==> config.mk <==
export PLATFORM = sky130hd
export DESIGN_NAME = adc_scan_scheduler
export DESIGN_NICKNAME = d
export VERILOG_FILES = /design/src/rtl/adc_scan_scheduler.sv
export SDC_FILE = /design/constraint.sdc
export NUM_CORES = 1
export LEC_CHECK = 0
export BUFFER_PORTS_ARGS = -buffer_cell sky130_fd_sc_hd__buf_2
export CAP_MARGIN = 20
export CORE_ASPECT_RATIO = 0.9
export CORE_MARGIN = 2
export CORE_UTILIZATION = 30
export DETAILED_ROUTE_END_ITERATION = 8
export MAX_ROUTING_LAYER = met4
export SYNTH_ARGS = -nofsm -noshare
export SYNTH_HDL_FRONTEND = slang
export SYNTH_SLANG_ARGS = --single-unit
==> constraint.sdc <==
create_clock -name iCLK -period 2.22 [get_ports iCLK]
set_clock_uncertainty 0.15 [all_clocks]
set_input_delay 0.444 -clock iCLK [delete_from_list [all_inputs] [get_ports iCLK]]
set_output_delay 0.444 -clock iCLK [all_outputs]
set_load 0.01 [all_outputs]
==> src/rtl/adc_scan_scheduler.sv <==
// Periodic multi-channel ADC scan sequencer with per-channel averaging,
// engine timeout and overrun detection.
module adc_scan_scheduler #(
  parameter int PERIOD_W = 16,
  parameter int AVG_LOG2 = 2,
  parameter int TIMEOUT  = 64
) (
  input  logic                iCLK,
  input  logic                iRST_n,
  input  logic                iEN,
  input  logic [7:0]          iCH_MASK,
  input  logic [PERIOD_W-1:0] iPERIOD,
  output logic                oCONV_REQ,
  output logic [2:0]          oCONV_CH,
  input  logic                iCONV_DONE,
  input  logic [11:0]         iCONV_DATA,
  output logic                oRES_VALID,
  input  logic                iRES_READY,
  output logic [2:0]          oRES_CH,
  output logic [11:0]         oRES_DATA,
  output logic                oSCAN_DONE,
  output logic                oOVERRUN,
  output logic                oTIMEOUT,
  output logic                oBUSY
);

  localparam int AW = 12 + AVG_LOG2;
  localparam int CW = AVG_LOG2 + 1;
  localparam int TW = $clog2(TIMEOUT) + 1;
  localparam logic [CW-1:0] NSAMP = CW'(1 << AVG_LOG2);
  localparam logic [TW-1:0] TLAST = TW'(TIMEOUT - 1);

  typedef enum logic [2:0] {
    S_IDLE,
    S_SEL,
    S_REQ,
    S_ACC,
    S_OUT
  } state_t;

  state_t              r_state;
  state_t              w_next;
  logic [PERIOD_W-1:0] r_per;
  logic [PERIOD_W-1:0] w_term;
  logic                w_tick;
  logic [7:0]          r_mask;
  logic [7:0]          r_pend;
  logic [2:0]          r_ch;
  logic [2:0]          w_sel_ch;
  logic                w_sel_any;
  logic [AW-1:0]       r_acc;
  logic [AW-1:0]       w_avg;
  logic [CW-1:0]       r_cnt;
  logic [TW-1:0]       r_tmo;
  logic                w_tmo_hit;
  logic                r_done;
  logic                r_ovr;
  logic                r_tmof;

  // A period of 0 behaves as 1; >= lets a shrunk period wrap at once
  assign w_term = (iPERIOD == '0) ? '0
                : iPERIOD - PERIOD_W'(1);
  assign w_tick = iEN && (r_per >= w_term);

  always_ff @(posedge iCLK or negedge iRST_n) begin
    if (!iRST_n) begin
      r_per <= '0;
    end else if (!iEN || w_tick) begin
      r_per <= '0;
    end else begin
      r_per <= r_per + PERIOD_W'(1);
    end
  end

  always_comb begin
    w_sel_ch  = '0;
    w_sel_any = 1'b0;
    for (int i = 7; i >= 0; i--) begin
      if (r_pend[i]) begin
        w_sel_ch  = 3'(i);
        w_sel_any = 1'b1;
      end
    end
  end

  // Done on the last allowed cycle wins over the timeout
  assign w_tmo_hit = (r_tmo == TLAST) && !iCONV_DONE;

  always_ff @(posedge iCLK or negedge iRST_n) begin
    if (!iRST_n) begin
      r_state <= S_IDLE;
    end else begin
      r_state <= w_next;
    end
  end

  always_comb begin
    w_next = r_state;
    if (!iEN) begin
      w_next = S_IDLE;
    end else begin
      unique case (r_state)
        S_IDLE: if (w_tick) w_next = S_SEL;
        S_SEL:  w_next = w_sel_any ? S_REQ : S_IDLE;
        S_REQ: begin
          if (iCONV_DONE)     w_next = S_ACC;
          else if (w_tmo_hit) w_next = S_SEL;
        end
        S_ACC:  w_next = (r_cnt == NSAMP) ? S_OUT : S_REQ;
        S_OUT:  if (iRES_READY) w_next = S_SEL;
        default: w_next = S_IDLE;
      endcase
    end
  end

  always_ff @(posedge iCLK or negedge iRST_n) begin
    if (!iRST_n) begin
      r_mask <= '0;
      r_pend <= '0;
      r_ch   <= '0;
      r_acc  <= '0;
      r_cnt  <= '0;
      r_tmo  <= '0;
      r_done <= 1'b0;
      r_ovr  <= 1'b0;
      r_tmof <= 1'b0;
    end else begin
      r_done <= 1'b0;
      if (!iEN) begin
        r_ovr  <= 1'b0;
        r_tmof <= 1'b0;
      end else begin
        if (w_tick && r_state != S_IDLE) r_ovr <= 1'b1;
        case (r_state)
          S_IDLE: begin
            if (w_tick) begin
              r_mask <= iCH_MASK;
              r_pend <= iCH_MASK;
            end
          end
          S_SEL: begin
            r_acc <= '0;
            r_cnt <= '0;
            r_tmo <= '0;
            if (w_sel_any) begin
              r_ch             <= w_sel_ch;
              r_pend[w_sel_ch] <= 1'b0;
            end else begin
              r_done <= (r_mask != 8'h00);
            end
          end
          S_REQ: begin
            if (iCONV_DONE) begin
              r_acc <= r_acc + AW'(iCONV_DATA);
              r_cnt <= r_cnt + CW'(1);
            end else if (w_tmo_hit) begin
              r_tmof <= 1'b1;
            end else begin
              r_tmo <= r_tmo + TW'(1);
            end
          end
          S_ACC: r_tmo <= '0;
          default: ;
        endcase
      end
    end
  end

  assign w_avg      = r_acc >> AVG_LOG2;
  assign oCONV_REQ  = (r_state == S_REQ);
  assign oCONV_CH   = oCONV_REQ ? r_ch : 3'd0;
  assign oRES_VALID = (r_state == S_OUT);
  assign oRES_CH    = oRES_VALID ? r_ch : 3'd0;
  assign oRES_DATA  = oRES_VALID ? w_avg[11:0] : 12'd0;
  assign oSCAN_DONE = r_done;
  assign oOVERRUN   = r_ovr;
  assign oTIMEOUT   = r_tmof;
  assign oBUSY      = (r_state != S_IDLE);

endmodule

==> results of run 1 <==
[flip-flops by register name, summed over array words and instances, names as in the netlist]
| name | flops |
|---|---|
| r_tmo | 7 |
| r_acc | 14 |
| r_ch | 3 |
| oTIMEOUT | 1 |
| r_state | 3 |
| r_cnt | 3 |
| oSCAN_DONE | 1 |
| r_pend | 8 |
| r_per | 16 |
| oOVERRUN | 1 |
| r_mask | 8 |
[cells in the mapped netlist, types with 7 or more instances]
cell type	count
a211oi_1	7
a21o_1	7
a21oi_1	13
and2_1	23
dfrtp_1	65
ha_1	34
inv_1	17
mux2_2	9
nand2_1	56
nand3_1	13
nor2_1	55
nor3_1	9
o21ai_0	24
o31ai_1	10
xnor2_1	20
xor2_1	16
[repair_timing]
action / CTS / global route
gates resized for setup: 30 / 54
setup buffers: 9 / 10
cloned: 1 / 2
hold endpoints to repair: 64 / 0
pin swaps: 25 / 35
endpoints found under the setup margin: 55 / 59
hold buffers: 1 / 0
[stage by stage]
step	util, %	setup TNS (ns)	total power, mW	hold slack, ns
4_1_cts	41.2	-33.25	3.87	0.205
5_1_grt	43.5	-38.93	4.16	0.205
3_5_place_dp	38.0	-45.88	2.48	0.328
2_1_floorplan	-	-33.48	2.08	-0.00159
6_report	43.5	-33.95	3.93	0.212
3_3_place_gp	38.0	-42.49	2.44	0.322
[area by class of cell]
cell class / count / area (um2)
Fill cell: 1389 / 8220
Multi-Input combinational cell: 385 / 2980
Sequential cell: 65 / 1630
Timing Repair Buffer: 156 / 1140
Tap cell: 198 / 248
Clock buffer: 9 / 225
Inverter: 17 / 67.6
Clock inverter: 7 / 53.8
[power by group]
group | switching (mW) | internal (mW)
Combinational | 0.597 | 0.534
Sequential | 0.129 | 1.34
Clock | 0.570 | 0.762
[worst paths after layout]
path	start	end	slack, ns	cells after the start
max	iPERIOD[2]	r_mask[7]$_DFFE_PN0P_	-1.11	15
min	iCH_MASK[0]	r_pend[0]$_DFFE_PN0P_	0.21	2
max reg2reg	r_acc[0]$_DFFE_PN0P_	r_acc[10]$_DFFE_PN0P_	-0.09	8
min reg2reg	r_cnt[2]$_DFFE_PN0P_	r_cnt[2]$_DFFE_PN0P_	0.34	1
max in group asynchronous	iRST_n	r_state[2]$_DFFE_PN0P_	1.12	3
min in group asynchronous	iRST_n	r_acc[2]$_DFFE_PN0P_	0.50	3
[cells by family after synthesis]
family | count (synthesis) | share of synthesized area [%]
DFF | 65 | 36.8
adders and majority gates | 35 | 10.1
muxes | 11 | 2.80
AOI/OAI and AO/OA | 104 | 16.6
xor gates and xnor gates | 36 | 7.13
buffers and inverters | 30 | 2.89
and+or+nand+nor | 199 | 23.7
[per-layer routing]
metal / GRT usage, % / vias up / wire length, um
li1: - / 2020 / -
met1: 19.2 / 2019 / 5530
met2: 25.1 / 49 / 5880
met3: 1.70 / 16 / 293
met4: 4.96 / 0 / 206
met5: - / - / 0
==> results.sh, run 1 <==
export IMPL_outcome="complete, but fails checks"
export IMPL_violations="negative setup slack"
export IMPL_cts_root_buf="clkbuf_16"
export IMPL_cts_tree="built"
export IMPL_synth_seq_area_share_pct=36.8
export IMPL_setup_viol=38
export IMPL_placed_cell_area_um2=5530
export IMPL_worst_slew_pin_slew_ns=0.646
export IMPL_cap_viol_max_count=0
export IMPL_synth_top_area_share_pct=36.8
export IMPL_relSlewSlack_pct=56.6
export IMPL_syn_area_per_cell_um2=9.21
export IMPL_drive_above_1_share_pct=38.5
export IMPL_num_rows=42
export IMPL_hold_viol_final=0
export IMPL_dieHeight_um=119
export IMPL_synth_top_area_cell="dfrtp_1"
export IMPL_synth_seq_cells=65
export IMPL_coreArea_um2=14600
export IMPL_clk_pin_slew_ns=0.06
export IMPL_vias=4104
export IMPL_final_common_cell="buf_4"
export IMPL_grt_max_degree=66
export IMPL_synth_area_leaders="dfrtp_1 (37%), ha_1 (9.6%), nand2_1 (4.8%), nor2_1 (4.7%), xnor2_1 (4.0%)"
export IMPL_start_util_pct=30.4
export IMPL_syn2layout_area_growth_pct=43.3
export IMPL_crit_path_end_kind="flip-flop"
export IMPL_netlist_instances=480
export IMPL_powerDensity_nw_per_um2=621
export IMPL_post_dp_hpwl_mm=8.37
export IMPL_place_inst=798
export IMPL_power_leakage_nw=3.02
export IMPL_syn_area_um2=4420
export IMPL_yosys_most_used_dff="dfrtp_1"
export IMPL_fin_area_um2=6330
export IMPL_portBuffers=64
export IMPL_cp_slowest_cell="or4_4"
export IMPL_instances_no_fill=837
export IMPL_grt_pass1_wl_mm=19.0
export IMPL_criticalPathCategory="in -> reg"
export IMPL_critPathRequiredTime_ns=2.28
export IMPL_crit_path_start_kind="input port"
export IMPL_slew_viol_final=0
export IMPL_ys_warn_count=0
export IMPL_cts_buffers=9
export IMPL_h_tree_depth=3
export IMPL_async_reset_ff_share_pct=100
export IMPL_first_pass_iters=4
export IMPL_hp_class="in -> reg"
export IMPL_max_stage_delay_ns=0.56
export IMPL_die_w_um=132
export IMPL_routedWlPerCell_um=14.2
export IMPL_gr_total_overflow=0
export IMPL_pre_cts_slack_ns=-1.50
export IMPL_cp_cell_sequence="buf_6 > or4_4 > nor3_4 > nor3b_4 > nand2_1 > xnor2_1 > nand2_1 > ha_4 > nand2_4 > nor4_4 > buf_4 > a21oi_4 > nor2_4 > buf_6 > mux2_4"
export IMPL_grt_setup_unrepaired="true"
export IMPL_postRouteAntennaNets=0
export IMPL_cts_path_max_buffers=2
export IMPL_layout_min_cycle_time_ns=3.33
export IMPL_ios=65
export IMPL_wl_mm=11.9
export IMPL_cts_sinks=65
export IMPL_grt_total_usage_pct=15.1
export IMPL_critical_path_top_delay_family="simple AND/OR/NAND/NOR gates"
export IMPL_crit_buf_inv=3
export IMPL_insertion_delay_ns=0.33
export IMPL_grt_pass1_vias=4026
export IMPL_worstPathMaxFanout=5
export IMPL_fin_nets=710
export IMPL_final_cell_mix="buf_4 (75), dfrtp_1 (64), buf_2 (58)"
export IMPL_gp_congestion=0.828
export IMPL_antenna_cells=0
export IMPL_finalCritPeriodShare_pct=150
export IMPL_fp_dieArea_um2=15700
export IMPL_synth_fp_nets=556
export IMPL_synth_edf_count=0
export IMPL_drt_iter0_markers=158
export IMPL_antenna_found_initial=0
export IMPL_synth_distinct_cells=62
export IMPL_setup_slack_ns=-1.11
export IMPL_fmax_mhz=300
export IMPL_cp_arrival_ns=3.39
export IMPL_drcViolationCount=0
export IMPL_peakVddDrop_mv=0.480
export IMPL_via_per_inst=4.90
No activity file was read; power rests on OpenSTA's default activity.
==> run 2: changes to the inputs <==
--- a/config.mk
+++ b/config.mk
@@ -5,6 +5,7 @@
 export SDC_FILE = /design/constraint.sdc
 export NUM_CORES = 1
 export LEC_CHECK = 0
+export ABC_AREA = 1
 export BUFFER_PORTS_ARGS = -buffer_cell sky130_fd_sc_hd__buf_2
 export CAP_MARGIN = 20
 export CORE_ASPECT_RATIO = 0.9
==> run 2 against run 1 <==
- the flow still finishes with violations (negative setup slack)
- count of clock-buffer cells in the layout increased by 1
- total power increased by 32%
- non-clock buffer count decreased by 18
- maximum frequency increased by 33%
- sequential power increased by 12%
==> results.sh, run 2 <==
export IMPL_crit_path_end_kind="flip-flop"
export IMPL_total_power_mw=5.17
export IMPL_synth_seq_area_share_pct=34.5
export IMPL_syn2layout_area_growth_pct=39.4
export IMPL_powerDensity_nw_per_um2=787
export IMPL_final_common_cell="nand2_1"
export IMPL_postRouteAntennaNets=0
export IMPL_synth_distinct_cells=40
export IMPL_worst_slew_pin_slew_ns=0.475
export IMPL_synth_fp_nets=755
export IMPL_first_pass_iters=4
export IMPL_hp_class="in -> reg"
export IMPL_outcome="complete, but fails checks"
export IMPL_via_per_inst=4.58
export IMPL_cts_root_buf="clkbuf_16"
export IMPL_clk_pin_slew_ns=0.06
export IMPL_ys_warn_count=0
export IMPL_fmax_mhz=400
export IMPL_dieHeight_um=123
export IMPL_setup_viol=34
export IMPL_gp_congestion=0.881
export IMPL_synth_top_area_cell="dfrtp_1"
export IMPL_coreArea_um2=15400
export IMPL_relSlewSlack_pct=68.1
export IMPL_synth_most_common_cell="nand2_1"
export IMPL_fillCellCount=1606
export IMPL_pre_cts_slack_ns=-0.722
export IMPL_grt_total_usage_pct=15.7
export IMPL_drt_iter0_markers=257
export IMPL_largest_reg_flops=16
export IMPL_drcViolationCount=0
export IMPL_die_w_um=136
export IMPL_seq_area_um2=1630
export IMPL_synth_top_area_share_pct=34.5
export IMPL_multi_input_area_um2=3040
export IMPL_synth_edf_count=0
export IMPL_criticalPathCategory="in -> reg"
export IMPL_peakVddDrop_mv=0.428
export IMPL_regMostFlops="r_per"
export IMPL_cts_path_max_buffers=2
export IMPL_routedWlPerCell_um=12.1
export IMPL_hold_viol_final=0
export IMPL_yosys_most_used_dff="dfrtp_1"
export IMPL_wl_mm=12.5
export IMPL_h_tree_depth=3
export IMPL_cp_slowest_cell="ha_1"
export IMPL_antenna_cells=0
export IMPL_worstPathMaxFanout=8
export IMPL_insertion_delay_ns=0.33
export IMPL_syn_area_um2=4710
export IMPL_vias=4714
export IMPL_critPathRequiredTime_ns=2.32
export IMPL_reg_largest_list="r_per x16, r_acc x14"
export IMPL_grt_setup_unrepaired="true"
export IMPL_setup_slack_ns=-0.281
export IMPL_async_reset_ff_share_pct=100
export IMPL_final_cell_mix="nand2_1 (159), inv_1 (90), nor2_1 (74)"
export IMPL_cp_cell_sequence="buf_8 > nor2_4 > inv_2 > nor2_4 > nand3_2 > inv_2 > nand4_1 > buf_6 > nand3_2 > ha_1 > nand2_1 > inv_1 > nand2_1 > nor2_1 > nor2_1 > nand2_1 > nand2_4 > buf_6 > nand3_4 > buf_12 > nor3b_4"
export IMPL_syn_area_per_cell_um2=6.94
export IMPL_cp_arrival_ns=2.60
export IMPL_fp_dieArea_um2=16700
export IMPL_post_dp_hpwl_mm=9.29
export IMPL_slew_viol_final=0
export IMPL_grt_max_degree=51
export IMPL_antenna_found_initial=0
export IMPL_fin_nets=899
export IMPL_power_leakage_nw=3.35
export IMPL_cts_tree="built"
export IMPL_synth_seq_cells=65
export IMPL_gr_total_overflow=0
export IMPL_grt_pass1_vias=4411
export IMPL_ios=65
export IMPL_synth_area_leaders="dfrtp_1 (35%), nand2_1 (13%), ha_1 (9.0%), inv_1 (7.9%), nor2_1 (7.7%)"
export IMPL_holdWs_ns=0.224
export IMPL_cap_viol_max_count=0
export IMPL_synth_top_cells_by_count="nand2_1 (166), inv_1 (99), nor2_1 (97)"
export IMPL_cts_buffers=9
export IMPL_drive_above_1_share_pct=29.4
export IMPL_netlist_instances=679
export IMPL_num_rows=43
export IMPL_max_stage_delay_ns=0.22
export IMPL_portBuffers=64
export IMPL_start_util_pct=30.6
export IMPL_grt_pass1_wl_mm=20.4
export IMPL_violations="negative setup slack"
export IMPL_critPathMostFrequentCell="nand2_1"
export IMPL_finalCritPeriodShare_pct=113
export IMPL_layout_min_cycle_time_ns=2.50
export IMPL_cts_sinks=65
export IMPL_crit_path_start_kind="input port"
==> run 2: final timing paths <==
kind                       slack [ns]                     to  cells after the start             startpoint
min                              0.22  r_mask[6]$_DFFE_PN0P_                      3            iCH_MASK[6]
max in group asynchronous        0.86    r_per[11]$_DFF_PN0_                      3                 iRST_n
max                             -0.28     r_per[2]$_DFF_PN0_                     21             iPERIOD[8]
min in group asynchronous        0.43    r_ch[2]$_DFFE_PN0P_                      2                 iRST_n
max reg2reg                      0.14    r_per[10]$_DFF_PN0_                      8     r_per[1]$_DFF_PN0_
min reg2reg                      0.34  r_mask[4]$_DFFE_PN0P_                      2  r_mask[4]$_DFFE_PN0P_
==> run 2: cell families (layout without fill, tap and decap cells) <==
kind of cell	count (synthesis)	in the layout	share of synthesized area, %
buf+inv	113	259	9.32
fa+ha+maj	35	35	9.45
flops	65	65	34.5
xor+xnor	18	18	3.34
compound gates	83	83	9.98
simple gates	365	367	33.4
==> run 2: metrics by stage <==
| stage | setup TNS, ns | std cells | instance area [um2] | utilization, % |
|---|---|---|---|---|
| floorplan | -8.78 | 679 | 4810 | - |
| global placement | -22.28 | 998 | 5800 | 37.7 |
| detailed placement | -22.77 | 998 | 5800 | 37.7 |
| CTS | -8.22 | 1022 | 6310 | 41.0 |
| global route | -13.80 | 1029 | 6570 | 42.7 |
| finish | -8.37 | 1029 | 6570 | 42.7 |
==> run 2: report_power, final <==
part / switching (mW) / total, mW / internal [mW]
registers: 0.198 / 1.65 / 1.45
clock network: 0.523 / 1.27 / 0.746
logic: 1.38 / 2.25 / 0.864
total: 2.10 / 5.17 / 3.07
==> run 2: final cells by class <==
class | count | area share, %
Inverter | 106 | 6.25
Clock buffer | 10 | 3.48
Clock inverter | 5 | 0.514
Tap cell | 202 | 3.85
Multi-Input combinational cell | 503 | 46.2
Timing Repair Buffer | 138 | 15.0
Sequential cell | 65 | 24.8
==> run 2: worst max-delay path: cells and delay by family <==
kind	cells	cell delay, ns
adder cells (fa/ha/maj)	1	0.22
buffers and inverters	7	0.73
AND/OR/NAND/NOR	13	1.21
==> run 2: per-layer routing <==
layer | track usage [%] | wire length (um) | up-vias
met5 | - | 0 | -
met4 | 3.71 | 79 | 0
met3 | 3.12 | 416 | 6
met2 | 23.9 | 5750 | 76
met1 | 21.6 | 6210 | 2156
li1 | - | - | 2476
==> run 2: timing repair <==
item                       CTS  global route
hold endpoints to repair    15             0
hold buffers                 1             0
gates resized for setup     39            53
setup endpoints to repair   46            47
gates cloned                 2             2
pin swaps                    6            28
buffers inserted             6             6
